[src/rtl/lane_draw_scheduler.sv]
// rtl/lane_draw_scheduler.sv - lane/flash pixel burst scheduler for a VGA plotter
// Optional build macro: LANE_OVERRUN_CNT_EN enables the dropped-beat counter on overrun_count.
module lane_draw_scheduler #(
  parameter int         X_BASE      = 8,
  parameter int         ROW         = 53,
  parameter int         SLOT_PITCH  = 8,
  parameter int         FLASH_X     = 8,
  parameter int         FLASH_Y     = 46,
  parameter logic [2:0] NOTE_COLOUR = 3'b100,
  parameter logic [2:0] BG_COLOUR   = 3'b000
) (
  input  logic       clk,
  input  logic       reset,
  input  logic       beat,
  input  logic [9:0] notes,
  input  logic       flash_req,
  input  logic [2:0] flash_colour,
  output logic       flash_ack,
  output logic [7:0] x,
  output logic [6:0] y,
  output logic [2:0] colour,
  output logic       plot,
  output logic       busy,
  output logic       frame_done,
  output logic [7:0] overrun_count
);

  typedef enum logic [1:0] {
    S_IDLE  = 2'd0,
    S_LANE  = 2'd1,
    S_FLASH = 2'd2
  } state_t;

  // The state and counters always describe the pixel currently on the outputs,
  // so the completion cycle of a burst is the cycle its last pixel is shown.
  state_t     state, state_n;
  logic [3:0] slot, slot_n;
  logic [3:0] pix, pix_n;
  logic [9:0] note_q, note_n;
  logic [2:0] fcol_q, fcol_n;
  logic       pending, pending_n;
  logic       last_flash, last_flash_n;

  logic       lane_done;
  logic       flash_done;
  logic       decide;
  logic       lane_req;
  logic       flash_want;
  logic       grant_lane;
  logic       grant_flash;

  logic [7:0] x_d;
  logic [6:0] y_d;
  logic [2:0] colour_d;
  logic       plot_d;
  logic       busy_d;
  logic       frame_done_d;
  logic       flash_ack_d;

  // State register: FSM state, burst counters, snapshots and arbitration history.
  always_ff @(posedge clk) begin
    if (reset) begin
      state      <= S_IDLE;
      slot       <= 4'd0;
      pix        <= 4'd0;
      note_q     <= 10'd0;
      fcol_q     <= 3'd0;
      pending    <= 1'b0;
      last_flash <= 1'b1;
    end else begin
      state      <= state_n;
      slot       <= slot_n;
      pix        <= pix_n;
      note_q     <= note_n;
      fcol_q     <= fcol_n;
      pending    <= pending_n;
      last_flash <= last_flash_n;
    end
  end

  // Next-state: arbitrate at decision points, otherwise step through the burst.
  always_comb begin
    state_n      = state;
    slot_n       = slot;
    pix_n        = pix;
    note_n       = note_q;
    fcol_n       = fcol_q;
    last_flash_n = last_flash;
    grant_lane   = 1'b0;
    grant_flash  = 1'b0;

    lane_done  = (state == S_LANE) && (slot == 4'd9) && (pix == 4'd15);
    flash_done = (state == S_FLASH) && (pix == 4'd15);
    decide     = (state == S_IDLE) || lane_done || flash_done;
    lane_req   = ((state == S_IDLE) && beat) || pending;
    // The flash being served still holds its request until it sees the ack,
    // so it must not re-arm itself at its own completion.
    flash_want = flash_req && (state != S_FLASH);

    if (decide) begin
      if (lane_req && flash_want) begin
        grant_lane  = last_flash;
        grant_flash = !last_flash;
      end else begin
        grant_lane  = lane_req;
        grant_flash = flash_want;
      end
    end

    if (grant_lane) begin
      state_n      = S_LANE;
      slot_n       = 4'd0;
      pix_n        = 4'd0;
      note_n       = notes;
      last_flash_n = 1'b0;
    end else if (grant_flash) begin
      state_n      = S_FLASH;
      slot_n       = 4'd0;
      pix_n        = 4'd0;
      fcol_n       = flash_colour;
      last_flash_n = 1'b1;
    end else if (decide) begin
      state_n = S_IDLE;
    end else begin
      pix_n = pix + 4'd1;
      if ((state == S_LANE) && (pix == 4'd15)) begin
        slot_n = slot + 4'd1;
      end
    end

    // An IDLE beat that loses arbitration is remembered the same way as a busy one.
    if (grant_lane) begin
      pending_n = 1'b0;
    end else begin
      pending_n = pending | beat;
    end
  end

  // Output decode: pixel for the cycle after this one, from the next-state values.
  always_comb begin
    x_d          = x;
    y_d          = y;
    colour_d     = colour;
    plot_d       = 1'b0;
    busy_d       = 1'b0;
    frame_done_d = lane_done;
    flash_ack_d  = flash_done;
    case (state_n)
      S_LANE: begin
        plot_d   = 1'b1;
        busy_d   = 1'b1;
        x_d      = 8'(X_BASE) + 8'(slot_n) * 8'(SLOT_PITCH) + {6'd0, pix_n[1:0]};
        y_d      = 7'(ROW) + {5'd0, pix_n[3:2]};
        colour_d = note_n[slot_n] ? NOTE_COLOUR : BG_COLOUR;
      end
      S_FLASH: begin
        plot_d   = 1'b1;
        busy_d   = 1'b1;
        x_d      = 8'(FLASH_X) + {6'd0, pix_n[1:0]};
        y_d      = 7'(FLASH_Y) + {5'd0, pix_n[3:2]};
        colour_d = fcol_n;
      end
      default: begin
        plot_d = 1'b0;
        busy_d = 1'b0;
      end
    endcase
  end

  // Output register: every VGA-facing and status output comes straight from a flop.
  always_ff @(posedge clk) begin
    if (reset) begin
      x          <= 8'd0;
      y          <= 7'd0;
      colour     <= 3'd0;
      plot       <= 1'b0;
      busy       <= 1'b0;
      frame_done <= 1'b0;
      flash_ack  <= 1'b0;
    end else begin
      x          <= x_d;
      y          <= y_d;
      colour     <= colour_d;
      plot       <= plot_d;
      busy       <= busy_d;
      frame_done <= frame_done_d;
      flash_ack  <= flash_ack_d;
    end
  end

`ifdef LANE_OVERRUN_CNT_EN
  logic [7:0] ovr_q;
  logic       beat_drop;

  assign beat_drop = beat && (state != S_IDLE) && pending;

  // Saturating count of beats lost because one was already pending.
  always_ff @(posedge clk) begin
    if (reset) begin
      ovr_q <= 8'd0;
    end else if (beat_drop && (ovr_q != 8'hFF)) begin
      ovr_q <= ovr_q + 8'd1;
    end
  end

  assign overrun_count = ovr_q;
`else
  assign overrun_count = 8'd0;
`endif

endmodule

[config.mk]
export PLATFORM = sky130hd
export DESIGN_NAME = lane_draw_scheduler
export DESIGN_NICKNAME = d
export VERILOG_FILES = /design/src/rtl/lane_draw_scheduler.sv
export SDC_FILE = /design/constraint.sdc
export NUM_CORES = 1
export LEC_CHECK = 0
export BUFFER_PORTS_ARGS = -buffer_cell sky130_fd_sc_hd__buf_2
export CAP_MARGIN = 20
export CORE_MARGIN = 3
export CORE_UTILIZATION = 45
export CTS_BUF_LIST = sky130_fd_sc_hd__clkbuf_16
export DETAILED_ROUTE_END_ITERATION = 10
export MAX_ROUTING_LAYER = met4
export PLACE_DENSITY = 0.66
export SETUP_SLACK_MARGIN = 0.3
export SLEW_MARGIN = 15
export SYNTH_ARGS = -nofsm -noshare
export SYNTH_HDL_FRONTEND = slang
export SYNTH_SLANG_ARGS = --single-unit
[constraint.sdc]
create_clock -name clk -period 3.4 [get_ports clk]
set_clock_uncertainty 0.1 [all_clocks]
set_input_delay 0 -clock clk [delete_from_list [all_inputs] [get_ports clk]]
set_output_delay 0 -clock clk [all_outputs]
set_load 0.01 [all_outputs]
# Yosys cells after proc, flatten, opt, wreduce, memory -nomap -nowiden

Cells that the tools add are included.

Add/sub/neg operators: 7
Order comparisons: 1
Eq/ne operators: 7
Multiplexer cells: 26
Bitwise operators: 1
Reductions and logical operators: 16

Operators by type and width:

| cell                                               | number |
|---|---|
| 2-to-1 mux 4 bit                                   | 7 |
| one-hot mux 8 bit (2 select lines)                 | 1 |
| adder 6 x 2 -> 7 bit, first input constant         | 2 |
| one-hot mux 7 bit (2 select lines)                 | 1 |
| 2-to-1 mux 10 bit                                  | 1 |
| 2-to-1 mux 3 bit                                   | 3 |
| adder 4 x 1 -> 4 bit, second input constant        | 2 |
| adder 4 x 7 -> 8 bit, first input constant         | 1 |
| adder 8 x 2 -> 8 bit                               | 1 |
| == test 4 bit, second input constant               | 2 |
| 2-to-1 mux 1 bit                                   | 8 |
| logical AND 1 bit                                  | 7 |
| 2-to-1 mux 2 bit                                   | 3 |
| one-hot mux 3 bit (2 select lines)                 | 1 |
| adder 4 x 2 -> 5 bit, first input constant         | 1 |
| < comparator 4 x 5 -> 1 bit, second input constant | 1 |
| binary-select mux 1 bit (select 4 bit)             | 1 |
| == test 2 x 1 -> 1 bit, second input constant      | 2 |
| == test 2 bit, second input constant               | 2 |
| nonzero test 2 bit                                 | 2 |
| OR reduction 2 bit                                 | 2 |
| logical OR 1 bit                                   | 3 |
| zero test 2 bit                                    | 1 |
| != test 2 bit, second input constant               | 1 |
| 2 further kinds                                    | 2 |

Register bits: 46
Logic and storage cells: 71

# Depth between registers and ports, before layout

Word-level depth: 12
Depth in mapped cells: 13
Depth with buffers taken out: 11

# Worst setup path before layout

No wires, ideal clock.

Kind: register to register
From: register slot[1]
To: register colour[1]
Library setup time: 0.076 ns
Data arrival time: 2.759 ns
Setup slack: 0.465 ns
Stages on the path, launching flop included: 14
Path buffers: 4
Clock period less this slack: 2.935 ns
Cells stage by stage: dfxtp_1 > inv_1 > ha_1 > nand3b_1 > o221ai_4 > o21a_1 > buf_4 > buf_2 > nor2_1 > ha_1 > clkbuf_1 > clkbuf_1 > nand2_1 > o22ai_1

Word-level cells in the longest chain between the ends: 10
Elaborated cells on any way between the ends: 16
Classes of those cells: 3 x eq/ne; 8 x mux; 5 x reduce/logical

RTL lines:

| item                                                                            | RTL line | text |
|---|---|---|
| from (decl)                                                                     | 37       | `logic [3:0] slot, slot_n;` |
| from (signal assigned)                                                          | 72       | `slot <= slot_n;` |
| == test 4 bit (*)                                                               | 92       | `lane_done = (state == S_LANE) && (slot == 4'd9) && (pix == 4'd15);` |
| logical AND 1 bit (*) (2 in series)                                             | 92       |  |
| logical OR 1 bit (*) (2 in series)                                              | 94       | `decide = (state == S_IDLE) \|\| lane_done \|\| flash_done;` |
| 2-to-1 mux 2 bit / 2-to-1 mux 1 bit (equally long branches)                     | 122, 100 |  |
| 2-to-1 mux 2 bit                                                                | 116      | `end else if (grant_flash) begin` |
| 2-to-1 mux 2 bit                                                                | 110      | `if (grant_lane) begin` |
| == test 2 bit / == test 2 x 1 -> 1 bit (equally long branches)                  | 148      | `case (state_n)` |
| one-hot mux 3 bit (2 select lines) / nonzero test 2 bit (equally long branches) | n/a      |  |
| to (signal assigned)                                                            | 183      | `colour <= colour_d;` |
| to (decl)                                                                       | 21       | `output logic [2:0] colour,` |

Every way passes the cells marked *; elsewhere a longest branch is shown, timed or not.
A chain may end at the register's enable or synchronous reset.

# Worst setup path after layout

From: register pix[0]
To: register colour[2]

Word-level cells in the longest chain between the ends: 11
Elaborated cells on any way between the ends: 25
Classes of those cells: 3 x eq/ne; 16 x mux; 6 x reduce/logical

RTL lines:

| item                                                        | RTL line    | text |
|---|---|---|
| from (decl)                                                 | 38          | `logic [3:0] pix, pix_n;` |
| from (signal assigned)                                      | 73          | `pix <= pix_n;` |
| == test 4 bit (*)                                           | 92, 93, 126 |  |
| logical AND 1 bit                                           | 92          |  |
| logical OR 1 bit (2 in series)                              | 94          |  |
| 2-to-1 mux 4 bit / 2-to-1 mux 1 bit (equally long branches) | 122, 100    |  |
| 2-to-1 mux 4 bit                                            | 116         |  |
| 2-to-1 mux 4 bit                                            | 110         |  |
| binary-select mux 1 bit (select 4 bit)                      | 154         | `colour_d = note_n[slot_n] ? NOTE_COLOUR : BG_COLOUR;` |
| 2-to-1 mux 1 bit (implied by the code)                      | 154         |  |
| 2-to-1 mux 3 bit                                            | 154         |  |
| one-hot mux 3 bit (2 select lines)                          | 148         |  |

Every way passes the cells marked *; elsewhere a longest branch is shown, timed or not. The select of a mux whose other input is x is not followed.

==> results by group <==
Status
  • Outcome: finished clean

Global routing
  • Initial antenna violation count: 0
  • Total GRT Usage: 0.175
  • Grt ovf: 0
  • Vias in the first global route: 1747
  • First-pass GRT wire length: 8170 um
  • Largest net degree at the start of global routing: 46

Final layout
  • Area of the multi-input gates: 1200 um^2
  • Diode count: 0
  • Synth-to-Final Area Change: 20.9%
  • Register area: 882 um^2
  • Final core occ: 0.570
  • Final nets: 323
  • Layout cell share with drive strength beyond 1: 0.186
  • Non-Filler Instances: 368
  • Fill cells: 457

STA
  • Tmin final: 2760 ps
  • Slew headroom: 0.476
  • Hold slack: 111 ps
  • Final Hold Viols: 0
  • Final setup fails: 0
  • Fmax: 362 MHz
  • RSZ-0062 raised after global routing: false
  • Slew Viols, Final: 0
  • Least-Margin Pin Slew: 786 ps
  • Final worst slack: 640 ps
  • Tcrit/Tclk final: 0.812
  • Setup_tns: 0 ps

Place
  • DP HPWL: 3170 um
  • GP Congestion: 0.815
  • Pre-CTS WS: 477 ps
  • Port bufs: 36
  • Placed cells: 346

Detailed routing
  • DRT Pass-1 Iters: 4
  • Residual DRC: 0
  • Final ANT Viol Nets: 0
  • Drt total wl: 4710 um
  • DR vias: 1853
  • Routed vias/inst: 5.04
  • DR iter-0 viols: 95
  • Drt wl/cell: 12.8 um

Synthesis
  • Post-synth EDFFs: 0
  • Synthesized instance count: 258
  • Top cell type's share of synthesized area: 0.393
  • Ranking of synthesized cells by area: dfxtp_1 39%, nor2_1 7.2%, mux2i_1 6.7%
  • Post-synth cell types: 52
  • Main synth FF type: dfxtp_1
  • Ys async rst share: 0
  • Avg Cell Area, Syn: 8.69 um^2
  • #FFs+latches synth: 44
  • Synth Warn #: 0
  • Seq/Total Area, Yosys: 0.393
  • Synthesized area: 2240 um^2
  • Cell taking the most area after synthesis: dfxtp_1

Clock network
  • Root buffer cell: clkbuf_16
  • CTS clk-pin slew, worst paths: 60 ps
  • CTS sink cnt: 44
  • CTS Buf Count: 5
  • Post-CTS Setup Inserts: 0
  • CTS H-tree depth: 2
  • CTS tree: built
  • CTS max path bufs: 2
  • Worst skew pair latency: 290 ps

Critical path
  • Cell family with most CP delay: compound AO/OA/AOI/OAI gates
  • Critical path arrival: 2790 ps
  • Setup crit end kind: register
  • Maximum fanout along the worst path: 8
  • Critical path's largest stage delay: 390 ps
  • Worst path buffer plus inverter count: 0
  • Critical path class: reg2reg
  • Worst-path cell chain: ha_1, and4b_1, nand4_1, a22o_2, a221oi_2, o32ai_1, a311oi_1, a211oi_1
  • Required @ worst endpoint: 3430 ps
  • Type of element launching the critical path: register
  • Slowest stage cell, crit path: dfxtp_1

Die
  • Core Area: 4750 um^2
  • I/O Pins: 47
  • Std-Cell Rows: 25
  • Initial Util: 0.472
  • Die Area: 5870 um^2
  • Die Y: 76.6 um
  • Die W: 76.6 um

Power and ir drop
  • Sw frac: 0.348
  • Clock power share: 0.272
  • LEAKAGE: 0.00122 uW
  • Power share of the sequential group: 0.348
  • Maximum vdd drop: 349 uV
  • Psw: 694 uW
  • Combinational Power Share: 0.380
  • Pint: 1300 uW
  • Power per cell area: 736 nW/um^2

Run
  • Max Cap Viol: 0

Hold path
  • Worst hold path type: in2reg
## cells by family (layout without fill, tap and decap cells)
kind of cell | after synthesis | in the layout | synth area share
AOI/OAI and AO/OA | 48 | 48 | 0.160
xor gates and xnor gates | 5 | 5 | 0.0195
adders and majority gates | 7 | 7 | 0.0385
buffers and inverters | 36 | 70 | 0.0887
DFF | 44 | 44 | 0.393
muxes | 18 | 18 | 0.0820
other | 1 | 10 | 0.00167
and+or+nand+nor | 99 | 99 | 0.217
## synth_stat cells, drive strengths merged, types with 2 or more instances
cell type / number
nand4: 2
mux2: 3
nand2b: 4
xnor2: 4
o21ai: 3
nor3: 12
and3: 4
ha: 6
mux2i: 15
inv: 9
a221oi: 2
nor2b: 7
a22oi: 2
clkbuf: 9
a21oi: 18
a211oi: 2
buf: 18
o21a: 3
nand2: 12
nor3b: 3
dfxtp: 44
nor2: 43
nand3: 4
o22ai: 3
nand4b: 2
nand3b: 3
a221o: 2
## power by group through the flow
stage / clock [uW] / sequential (uW) / combinational, uW
finish: 543 / 693 / 759
global route: 575 / 707 / 854
CTS: 553 / 693 / 758
detailed placement: 0 / 702 / 742
global placement: 0 / 703 / 728
floorplan: 0 / 705 / 580
## final timing paths
check	startpoint	to	slack, ps	cells past startpoint
max	pix[0]	colour[2]	640	8
min	flash_req	state[1]	110	4
max reg2reg	pix[0]	colour[2]	640	8
min reg2reg	y[5]	y[5]	350	2
## metal layers
metal,vias to the layer above,share of wire,global-route usage
li1,963,-,-
met1,847,0.49,0.228
met2,38,0.46,0.269
met3,5,0.036,0.0390
met4,0,0.014,0.0580
met5,-,0,-
## flip-flops by register name, summed over array words and instances (netlist names)
signal and cells:
last_flash 1, fcol_q 3, y 6, pix 4, colour 3, pending 1
busy 1, state 2, x 7, slot 4, frame_done 1, note_q 10
flash_ack 1
## worst min-delay path, stage by stage
cell,delay (ps)
buf_2,110
nand4_1,100
buf_4,170
a21oi_1,70
## area by class of cell
cell class,count,area share
multi-input cells,187,0.443
clock inverters,3,0.0157
well taps,67,0.0309
inverters,9,0.0125
repair buffers,53,0.127
flip-flops and latches,44,0.325
clock buffers,5,0.0462
## through the flow
stage	total power, uW	instance area [um^2]
final	1990	2710
after global routing	2140	2710
after global placement	1430	2400
after floorplan	1290	2280
after CTS	2000	2710
after detailed placement	1440	2400
## what timing repair did
item | 4_1_cts | 5_1_grt
hold endpoints to repair | 14 | 0
hold buffers | 14 | 0
endpoints found under the setup margin | 0 | 11
gates resized for setup | 0 | 3
## placed cells by master (no fill, tap or decap), types with 3 or more instances in the layout
cell,synthesis,layout
nor2_1,43,43
dfxtp_1,44,43
buf_2,3,36
a21oi_1,17,17
mux2i_1,15,15
dlygate4sd3_1,0,14
nand2_1,12,12
nor3_1,12,12
conb_1,1,10
inv_1,9,9
nor2b_1,7,7
ha_1,6,5
clkbuf_16,0,5
nand2b_1,4,4
nand3_1,4,4
and3_1,4,4
xnor2_1,4,4
nand3b_1,3,3
o21ai_0,3,3
o21a_1,3,3
mux2_1,3,3
nor3b_1,3,3
o22ai_1,3,3
buf_4,12,3
No activity file was read; power rests on OpenSTA's default activity.
